<file path="src/rtl/uart_pkg.sv">
// Shared UART receive types and constants: FSM state encoding, parity selection,
// legal oversampling rates and the frame-length helper.
package uart_pkg;

    typedef enum logic [2:0] {
        RX_IDLE   = 3'd0,
        RX_START  = 3'd1,
        RX_DATA   = 3'd2,
        RX_PARITY = 3'd3,
        RX_STOP   = 3'd4
    } rx_state_e;

    localparam logic PAR_EVEN = 1'b0;
    localparam logic PAR_ODD  = 1'b1;

    localparam int PRESCALE_8  = 8;
    localparam int PRESCALE_16 = 16;
    localparam int PRESCALE_32 = 32;

    // Start and stop bits surround every frame.
    localparam int FRAME_FIXED_BITS = 2;

    function automatic int frame_bits(input int data_width, input logic par_en);
        return FRAME_FIXED_BITS + data_width + int'(par_en);
    endfunction

endpackage

</file>
<file path="src/rtl/uart_rx_sampler.sv">
// Per-bit oversampling counter and bit-value sampler for the UART receiver.
// With RX_MAJORITY_VOTE_EN defined the bit is a 2-of-3 vote around mid-bit.
module uart_rx_sampler
    import uart_pkg::*;
#(
    parameter int PRESCALE_W = 6
) (
    input  logic                  clk,
    input  logic                  rst,
    input  logic                  en,
    input  logic                  rx_in,
    input  logic [PRESCALE_W-1:0] prescale,
    output logic                  sampled_bit,
    output logic                  sample_strb,
    output logic                  bit_end
);

    logic [PRESCALE_W-1:0] edge_cnt_q, edge_cnt_d;
    logic [PRESCALE_W-1:0] half;
    logic [PRESCALE_W-1:0] last;

    assign half = prescale >> 1;
    assign last = prescale - 1'b1;

    // Held at zero while idle so the first cycle of a start bit is edge 0.
    always_comb begin
        edge_cnt_d = '0;
        if (en && (edge_cnt_q != last)) begin
            edge_cnt_d = edge_cnt_q + 1'b1;
        end
    end

    assign bit_end = en && (edge_cnt_q == last);

`ifdef RX_MAJORITY_VOTE_EN
    logic s_early_q, s_early_d;
    logic s_mid_q, s_mid_d;

    always_comb begin
        s_early_d = s_early_q;
        s_mid_d   = s_mid_q;
        if (en && (edge_cnt_q == half - 1'b1)) s_early_d = rx_in;
        if (en && (edge_cnt_q == half))        s_mid_d   = rx_in;
    end

    always_ff @(posedge clk or negedge rst) begin
        if (!rst) begin
            s_early_q <= 1'b1;
            s_mid_q   <= 1'b1;
        end else begin
            s_early_q <= s_early_d;
            s_mid_q   <= s_mid_d;
        end
    end

    // Third sample is the live line value; the decision lands at half+1.
    assign sample_strb = en && (edge_cnt_q == half + 1'b1);
    assign sampled_bit = (s_early_q & s_mid_q) | (s_early_q & rx_in) | (s_mid_q & rx_in);
`else
    assign sample_strb = en && (edge_cnt_q == half);
    assign sampled_bit = rx_in;
`endif

    always_ff @(posedge clk or negedge rst) begin
        if (!rst) begin
            edge_cnt_q <= '0;
        end else begin
            edge_cnt_q <= edge_cnt_d;
        end
    end

endmodule

</file>
<file path="src/rtl/uart_rx_deserializer.sv">
// UART receiver: start detection with glitch rejection, LSB-first data, optional
// parity and stop check. RX_MAJORITY_VOTE_EN selects 3-sample voting in the sampler.
module uart_rx_deserializer
    import uart_pkg::*;
#(
    parameter int DATA_WIDTH = 8,
    parameter int PRESCALE_W = 6
) (
    input  logic                  clk,
    input  logic                  rst,
    input  logic                  RX_IN,
    input  logic [PRESCALE_W-1:0] Prescale,
    input  logic                  PAR_EN,
    input  logic                  PAR_TYP,
    output logic [DATA_WIDTH-1:0] P_DATA,
    output logic                  data_valid,
    output logic                  par_err,
    output logic                  stp_err,
    output rx_state_e             fsm_state
);

    localparam int BCW = $clog2(DATA_WIDTH + 1);

    rx_state_e             state_q, state_d;
    logic [BCW-1:0]        bit_cnt_q, bit_cnt_d;
    logic [DATA_WIDTH-1:0] shift_q, shift_d;
    logic [DATA_WIDTH-1:0] p_data_q, p_data_d;
    logic [PRESCALE_W-1:0] pres_q, pres_d;
    logic                  par_en_q, par_en_d;
    logic                  par_typ_q, par_typ_d;
    logic                  par_flag_q, par_flag_d;
    logic                  stp_flag_q, stp_flag_d;
    logic                  data_valid_q, data_valid_d;
    logic                  par_err_q, par_err_d;
    logic                  stp_err_q, stp_err_d;
    logic                  exp_par;

    logic sampled_bit;
    logic sample_strb;
    logic bit_end;

    uart_rx_sampler #(
        .PRESCALE_W (PRESCALE_W)
    ) u_sampler (
        .clk         (clk),
        .rst         (rst),
        .en          (state_q != RX_IDLE),
        .rx_in       (RX_IN),
        .prescale    (pres_q),
        .sampled_bit (sampled_bit),
        .sample_strb (sample_strb),
        .bit_end     (bit_end)
    );

    assign exp_par = (par_typ_q == PAR_ODD) ? ~^shift_q : ^shift_q;

    always_comb begin
        state_d      = state_q;
        bit_cnt_d    = bit_cnt_q;
        shift_d      = shift_q;
        p_data_d     = p_data_q;
        pres_d       = pres_q;
        par_en_d     = par_en_q;
        par_typ_d    = par_typ_q;
        par_flag_d   = par_flag_q;
        stp_flag_d   = stp_flag_q;
        data_valid_d = 1'b0;
        par_err_d    = 1'b0;
        stp_err_d    = 1'b0;
        case (state_q)
            RX_IDLE: begin
                if (!RX_IN) begin
                    state_d    = RX_START;
                    pres_d     = Prescale;
                    par_en_d   = PAR_EN;
                    par_typ_d  = PAR_TYP;
                    bit_cnt_d  = '0;
                    par_flag_d = 1'b0;
                    stp_flag_d = 1'b0;
                end
            end
            RX_START: begin
                if (sample_strb && sampled_bit) begin
                    state_d = RX_IDLE;
                end else if (bit_end) begin
                    state_d = RX_DATA;
                end
            end
            RX_DATA: begin
                if (sample_strb) begin
                    shift_d = {sampled_bit, shift_q[DATA_WIDTH-1:1]};
                end
                if (bit_end) begin
                    if (bit_cnt_q == BCW'(DATA_WIDTH - 1)) begin
                        bit_cnt_d = '0;
                        state_d   = par_en_q ? RX_PARITY : RX_STOP;
                    end else begin
                        bit_cnt_d = bit_cnt_q + 1'b1;
                    end
                end
            end
            RX_PARITY: begin
                if (sample_strb && (sampled_bit != exp_par)) begin
                    par_flag_d = 1'b1;
                end
                if (bit_end) begin
                    state_d = RX_STOP;
                end
            end
            RX_STOP: begin
                if (sample_strb && !sampled_bit) begin
                    stp_flag_d = 1'b1;
                end
                // P_DATA is meaningful only in the data_valid cycle; errored frames leave it untouched.
                if (bit_end) begin
                    data_valid_d = !par_flag_q && !stp_flag_q;
                    par_err_d    = par_flag_q;
                    stp_err_d    = stp_flag_q;
                    if (!par_flag_q && !stp_flag_q) begin
                        p_data_d = shift_q;
                    end
                    par_flag_d = 1'b0;
                    stp_flag_d = 1'b0;
                    state_d    = RX_IDLE;
                end
            end
            default: begin
                state_d = RX_IDLE;
            end
        endcase
    end

    always_ff @(posedge clk or negedge rst) begin
        if (!rst) begin
            state_q      <= RX_IDLE;
            bit_cnt_q    <= '0;
            shift_q      <= '0;
            p_data_q     <= '0;
            pres_q       <= '0;
            par_en_q     <= 1'b0;
            par_typ_q    <= 1'b0;
            par_flag_q   <= 1'b0;
            stp_flag_q   <= 1'b0;
            data_valid_q <= 1'b0;
            par_err_q    <= 1'b0;
            stp_err_q    <= 1'b0;
        end else begin
            state_q      <= state_d;
            bit_cnt_q    <= bit_cnt_d;
            shift_q      <= shift_d;
            p_data_q     <= p_data_d;
            pres_q       <= pres_d;
            par_en_q     <= par_en_d;
            par_typ_q    <= par_typ_d;
            par_flag_q   <= par_flag_d;
            stp_flag_q   <= stp_flag_d;
            data_valid_q <= data_valid_d;
            par_err_q    <= par_err_d;
            stp_err_q    <= stp_err_d;
        end
    end

    assign P_DATA     = p_data_q;
    assign data_valid = data_valid_q;
    assign par_err    = par_err_q;
    assign stp_err    = stp_err_q;
    assign fsm_state  = state_q;

endmodule

</file>
<file path="config.mk">
export PLATFORM = sky130hd
export DESIGN_NAME = uart_rx_deserializer
export DESIGN_NICKNAME = d
export VERILOG_FILES = /design/src/rtl/uart_pkg.sv /design/src/rtl/uart_rx_sampler.sv /design/src/rtl/uart_rx_deserializer.sv
export SDC_FILE = /design/constraint.sdc
export NUM_CORES = 1
export LEC_CHECK = 0
export BUFFER_PORTS_ARGS = -buffer_cell sky130_fd_sc_hd__buf_2
export CAP_MARGIN = 20
export CORE_UTILIZATION = 60
export CTS_CLUSTER_DIAMETER = 200
export DETAILED_ROUTE_END_ITERATION = 6
export GPL_TIMING_DRIVEN = 1
export PLACE_DENSITY = 0.93
export SLEW_MARGIN = 20
export SYNTH_ARGS = -nofsm -noshare
export SYNTH_HDL_FRONTEND = slang
export SYNTH_SLANG_ARGS = --single-unit
</file>
<file path="constraint.sdc">
create_clock -name clk -period 6.2 [get_ports clk]
set_clock_uncertainty 0.15 [all_clocks]
set_input_delay 0.31 -clock clk [delete_from_list [all_inputs] [get_ports clk]]
set_output_delay 0.31 -clock clk [all_outputs]
set_load 0.02 [all_outputs]
</file>
# After elaboration in Yosys (flattened, before gate mapping)
# Index checks and enable logic that the tools add are counted.
# op_classes
add_sub_neg	3
mul	0
div	0
magnitude_cmp	0
n_eq_ne	17
shifts	0
n_mux	28
bitwise	1
reduce_logical	24
# ops
cell	n
3-bit two-way mux	8
3-bit case mux with 5 select lines	1
1-bit two-way mux	12
4-bit two-way mux	3
2-bit inequality test, second input constant	6
3-bit AND reduction	3
4-bit case mux with 2 select lines	1
8-bit XNOR reduction	1
8-bit XOR reduction	1
1-bit logical AND	7
6-bit by 1-bit adder with 6-bit output, second input constant	1
3-bit by 2-bit equality test with 1-bit output, second input constant	2
6-bit by 5-bit equality test with 1-bit output	1
6-bit equality test	1
6-bit two-way mux	1
3-bit inequality test, second input constant	2
6-bit inequality test	1
6-bit AND reduction	1
3-bit nonzero test	2
6-bit by 1-bit subtractor with 6-bit output, second input constant	1
4-bit by 1-bit adder with 4-bit output, second input constant	1
4-bit by 3-bit equality test with 1-bit output, second input constant	1
2-bit AND reduction	2
4-bit AND reduction	1
other kinds (9)	12
# totals
ff_bits	42
latchBits	0
ramBits	0
rom_bits	0
in_bits	11
memories	0

# Longest topological paths before layout
# logic_depth
depth_word	6
mapped_depth	8
depth_no_buf	7

# Hierarchy
# Synthesis repeated with hierarchy kept, for this count alone.
# hier_totals
cells_unflattened	187
area_unflattened_um2	2140.8
# by_module_without_submodules
module	instances	cells_each	area_each_um2	seq_area_each_um2
uart_rx_deserializer	1	132	1637.8	900.9
uart_rx_sampler	1	55	503.0	150.1

# Least setup slack after synthesis
# Ideal clock, no wire load.
# synth_path
path_kind	register to register
start	reg pres_q[0]
end	reg p_data_q[0], in the netlist P_DATA[0]
arrival_time_ps	1746
required_ps	5925
slack_ps	4179
stages_incl_launch_ff	8
cell_sequence	dfrtp_1 inv_1 ha_1 or3_1 nand4_1 buf_2 nand4_4 mux2_2
# synth_between
elab_chain_cells	4
# synth_lines
item	line	text
start: declaration	uart_rx_deserializer.sv:28	logic [PRESCALE_W-1:0] pres_q, pres_d;
start signal: assignment	uart_rx_deserializer.sv:152	pres_q <= pres_d;
6-bit by 1-bit subtractor with 6-bit output	uart_rx_sampler.sv:23	assign last = prescale - 1'b1;
6-bit equality test	uart_rx_sampler.sv:33	assign bit_end = en && (edge_cnt_q == last);
1-bit logical AND	uart_rx_sampler.sv:33	
3-bit AND reduction (no line)	n/a	
end signal: assignment	uart_rx_deserializer.sv:151	p_data_q <= p_data_d;
end: declaration	uart_rx_deserializer.sv:27	logic [DATA_WIDTH-1:0] p_data_q, p_data_d;
# No other way between the ends.
# A chain may end at the register's enable or synchronous reset.

# Worst setup path after layout
# layout_path
start	reg pres_q[0]
end	reg p_data_q[3], in the netlist P_DATA[3]
# Same word-level chain as after synthesis.

==> metrics.txt <==
I/O Pins=25; CP Class=reg2reg; Yosys warnings=0; Slew @ Worst Pin=0.9633 ns; Fill cells=258; FP Rows=21; max_cap viols=0; Worst Path Required=6.30 ns; Seq/Total Area, Yosys=47.75%; Max Clock Freq=0.3851 GHz; ANT cells=0; Critical Path End Type=register; Synth cell types=48; CTS H-tree depth=2; post-layout min period=2.596 ns; postcts setup bufs=0; Synth Instances=196; Rel. slew slack=35.43%; ys async rst share=100.0%; most area-consuming cells after synthesis=dfrtp_1 48%, mux2_2 11%, xnor2_1 5.2%, xor2_1 4.8%, nand2_1 2.2%; R2R depth=7; Worst path max stage delay=just over 0.6 ns; Post-synth EDFFs=0; slowest stage cell, crit path=a211oi_2; CP Cell Sequence=inv_1, ha_1, xor2_1, nand2_1, a211oi_2, nand4_4, mux2_2; drt wl/cell=14.93 µm; largest net degree at the start of global routing=43; DR DRC count=0; dpl hpwl=2919 µm; Arr. time, crit path=2.70 ns; Post-Place Cells=258; final antenna-violating net count=0; reg-to-reg slack, setup=3.60 ns; clock root buffer=clkbuf_4; Synth Flop Type=dfrtp_1; count leader, synth=dfrtp_1; final hold slack=0.007498 ns; cell taking the most area after synthesis=dfrtp_1; mean area per synthesized cell=approximately 11 µm²; vias per std cell=5.761; final worst path period share=41.88%; Finish-stage setup viols=0; # port buffers=24; final hold viol count=0; Setup TNS Final=0 ns; Leak=between 1 and 1.5 nW; share of layout cells above drive strength 1=~28%; RSZ-0062 raised after global routing=false; initial core utilization=between 60% and 70%; # hold bufs at CTS=1; Clk Latency, worst-skew pair=0.36 ns; top cells by count, synth=42 x dfrtp_1, 21 x mux2_2, 13 x nand2_1, 13 x xnor2_1, 12 x xor2_1; Remaining Overflow, GRT=0; post-route insts no fill=around 270; final instance area=2411 µm²; nets=235; vias=1,544; GRT Util Overall=23.03%; flops & latches, synth=42; Worst Setup Start Kind=register; Post-Syn Area=2201 µm²; DRT Pass-1 Iters=4; die area=between 3000 and 4000 µm²; Hold Path Cell Cnt=3; vias in the first global route=1,491; die height=62.57 µm; worst min path class=in2reg; Synth Net Count=210; Syn-to-layout area delta=9.551%; DRT Wirelength=~4000 µm; first-pass GRT wire length=6989 µm; outcome=finished, final reports clean; post-cts resize count=0; PwrDens=335.1 nW/µm²; placed cell area=between 2000 and 2500 µm²; Synth top area share=a little under half; CTS sink count=42; CTS Buf Count=5; GP Congestion=0.9147; Worst IR Drop VDD=0.2796 mV; CTS tree=done; worst-path fanout max=11; initial antenna violation count=0; clock-pin transition on the worst setup and hold timing paths=approximately 0.12 ns; 1st-iter DRT viols=88; die width=62.57 µm; clock buffer depth=2; core area=3416 µm²; Final Max Tran Viols=0
-- state kept, by name, summed over array words and instances, names as in the netlist --
signal and cells:
par_en_q 1, shift_q 8, par_typ_q 1, par_err 1, pres_q 6, par_flag_q 1, fsm_state 3, P_DATA 8
bit_cnt_q 4, u_sampler.edge_cnt_q 6, stp_err 1, data_valid 1, stp_flag_q 1
-- kinds of logic after synthesis --
group / count (synthesis) / synth area share, %
flip-flops: 42 / 47.75
AND/OR/NAND/NOR: 61 / 16.37
multiplexers: 22 / 11.20
adder cells (fa/ha/maj): 3 / 1.706
AO/OA/AOI/OAI: 25 / 8.983
buffers and inverters: 18 / 4.036
XOR/XNOR: 25 / 9.949
-- final timing paths --
| check | from | to |
|---|---|---|
| setup / recovery | pres_q[0]$_DFFE_PN0P_ | P_DATA[3]$_DFFE_PN0P_ |
| hold / removal | PAR_EN | par_en_q$_DFFE_PN0P_ |
| setup reg to reg | pres_q[0]$_DFFE_PN0P_ | P_DATA[3]$_DFFE_PN0P_ |
| hold reg to reg | P_DATA[4]$_DFFE_PN0P_ | P_DATA[4]$_DFFE_PN0P_ |
| max in group asynchronous | rst | shift_q[0]$_DFFE_PN0P_ |
| min in group asynchronous | rst | par_en_q$_DFFE_PN0P_ |
-- power breakdown --
part           internal, mW  total, mW  leakage [nW]  switching (mW)
sequential            0.324      0.389         0.533          0.0652
clock                0.0545      0.142        0.0343          0.0872
combinational         0.137      0.277         0.573           0.140
total                 0.515      0.808          1.14           0.293
-- metrics by stage --
| step | worst slack (ns) | total power [mW] | utilization [%] |
|---|---|---|---|
| final | 3.604 | 0.8078 | 70.59 |
| after floorplan | 4.179 | 0.6220 | - |
| after global routing | 3.456 | 0.8669 | 70.59 |
| after CTS | 3.618 | 0.8118 | 70.29 |
| after detailed placement | 3.630 | 0.6700 | 68.13 |
| after global placement | 3.747 | 0.6496 | 68.13 |
-- per-layer routing --
| layer | track usage [%] | share of wire, % | vias to the layer above | wire [µm] |
|---|---|---|---|---|
| met5 | 0 | 0 | - | 0 |
| met4 | 7.849 | 1.3 | 0 | 53 |
| met3 | 6.752 | 5.1 | 9 | 203 |
| met2 | 36.14 | 48 | 45 | 1915 |
| met1 | 30.50 | 46 | 737 | 1829 |
| li1 | - | - | 753 | - |
-- worst max-delay path, delay by kind of cell (launching register included) --
| family | cells | cell delay (ns) |
|---|---|---|
| AOI/OAI and AO/OA | 1 | 0.62 |
| xor gates and xnor gates | 1 | 0.13 |
| adders and majority gates | 1 | 0.30 |
| buffers and inverters | 1 | 0.08 |
| DFF | 1 | 0.44 |
| muxes | 1 | 0.37 |
| and+or+nand+nor | 2 | 0.40 |
-- layout make-up --
type	instances	area, µm²	area share [%]
repair buffers	26	140.1	5.812
well taps	46	57.56	2.387
inverters	10	37.54	1.557
clock buffers	6	51.30	2.128
clock inverters	2	12.51	0.5189
multi-input cells	136	1061	44.01
flip-flops and latches	42	1051	43.59
-- layout by cell type, fill, tap and decap left out, drive strengths merged, types with 2 or more instances in the layout --
master,instances
nand3b,3
and3,3
nand2,14
inv,10
mux2,21
nor3b,3
o21ai,4
a31oi,2
a41oi,2
nor2,8
nor3,8
buf,24
ha,3
nand2b,2
a21oi,3
xnor2,13
dfrtp,42
nand4,5
nor2b,2
clkbuf,6
a41o,3
dlygate4sd3,2
xor2,12
nand3,7
Power figures use the tool's default switching activity.
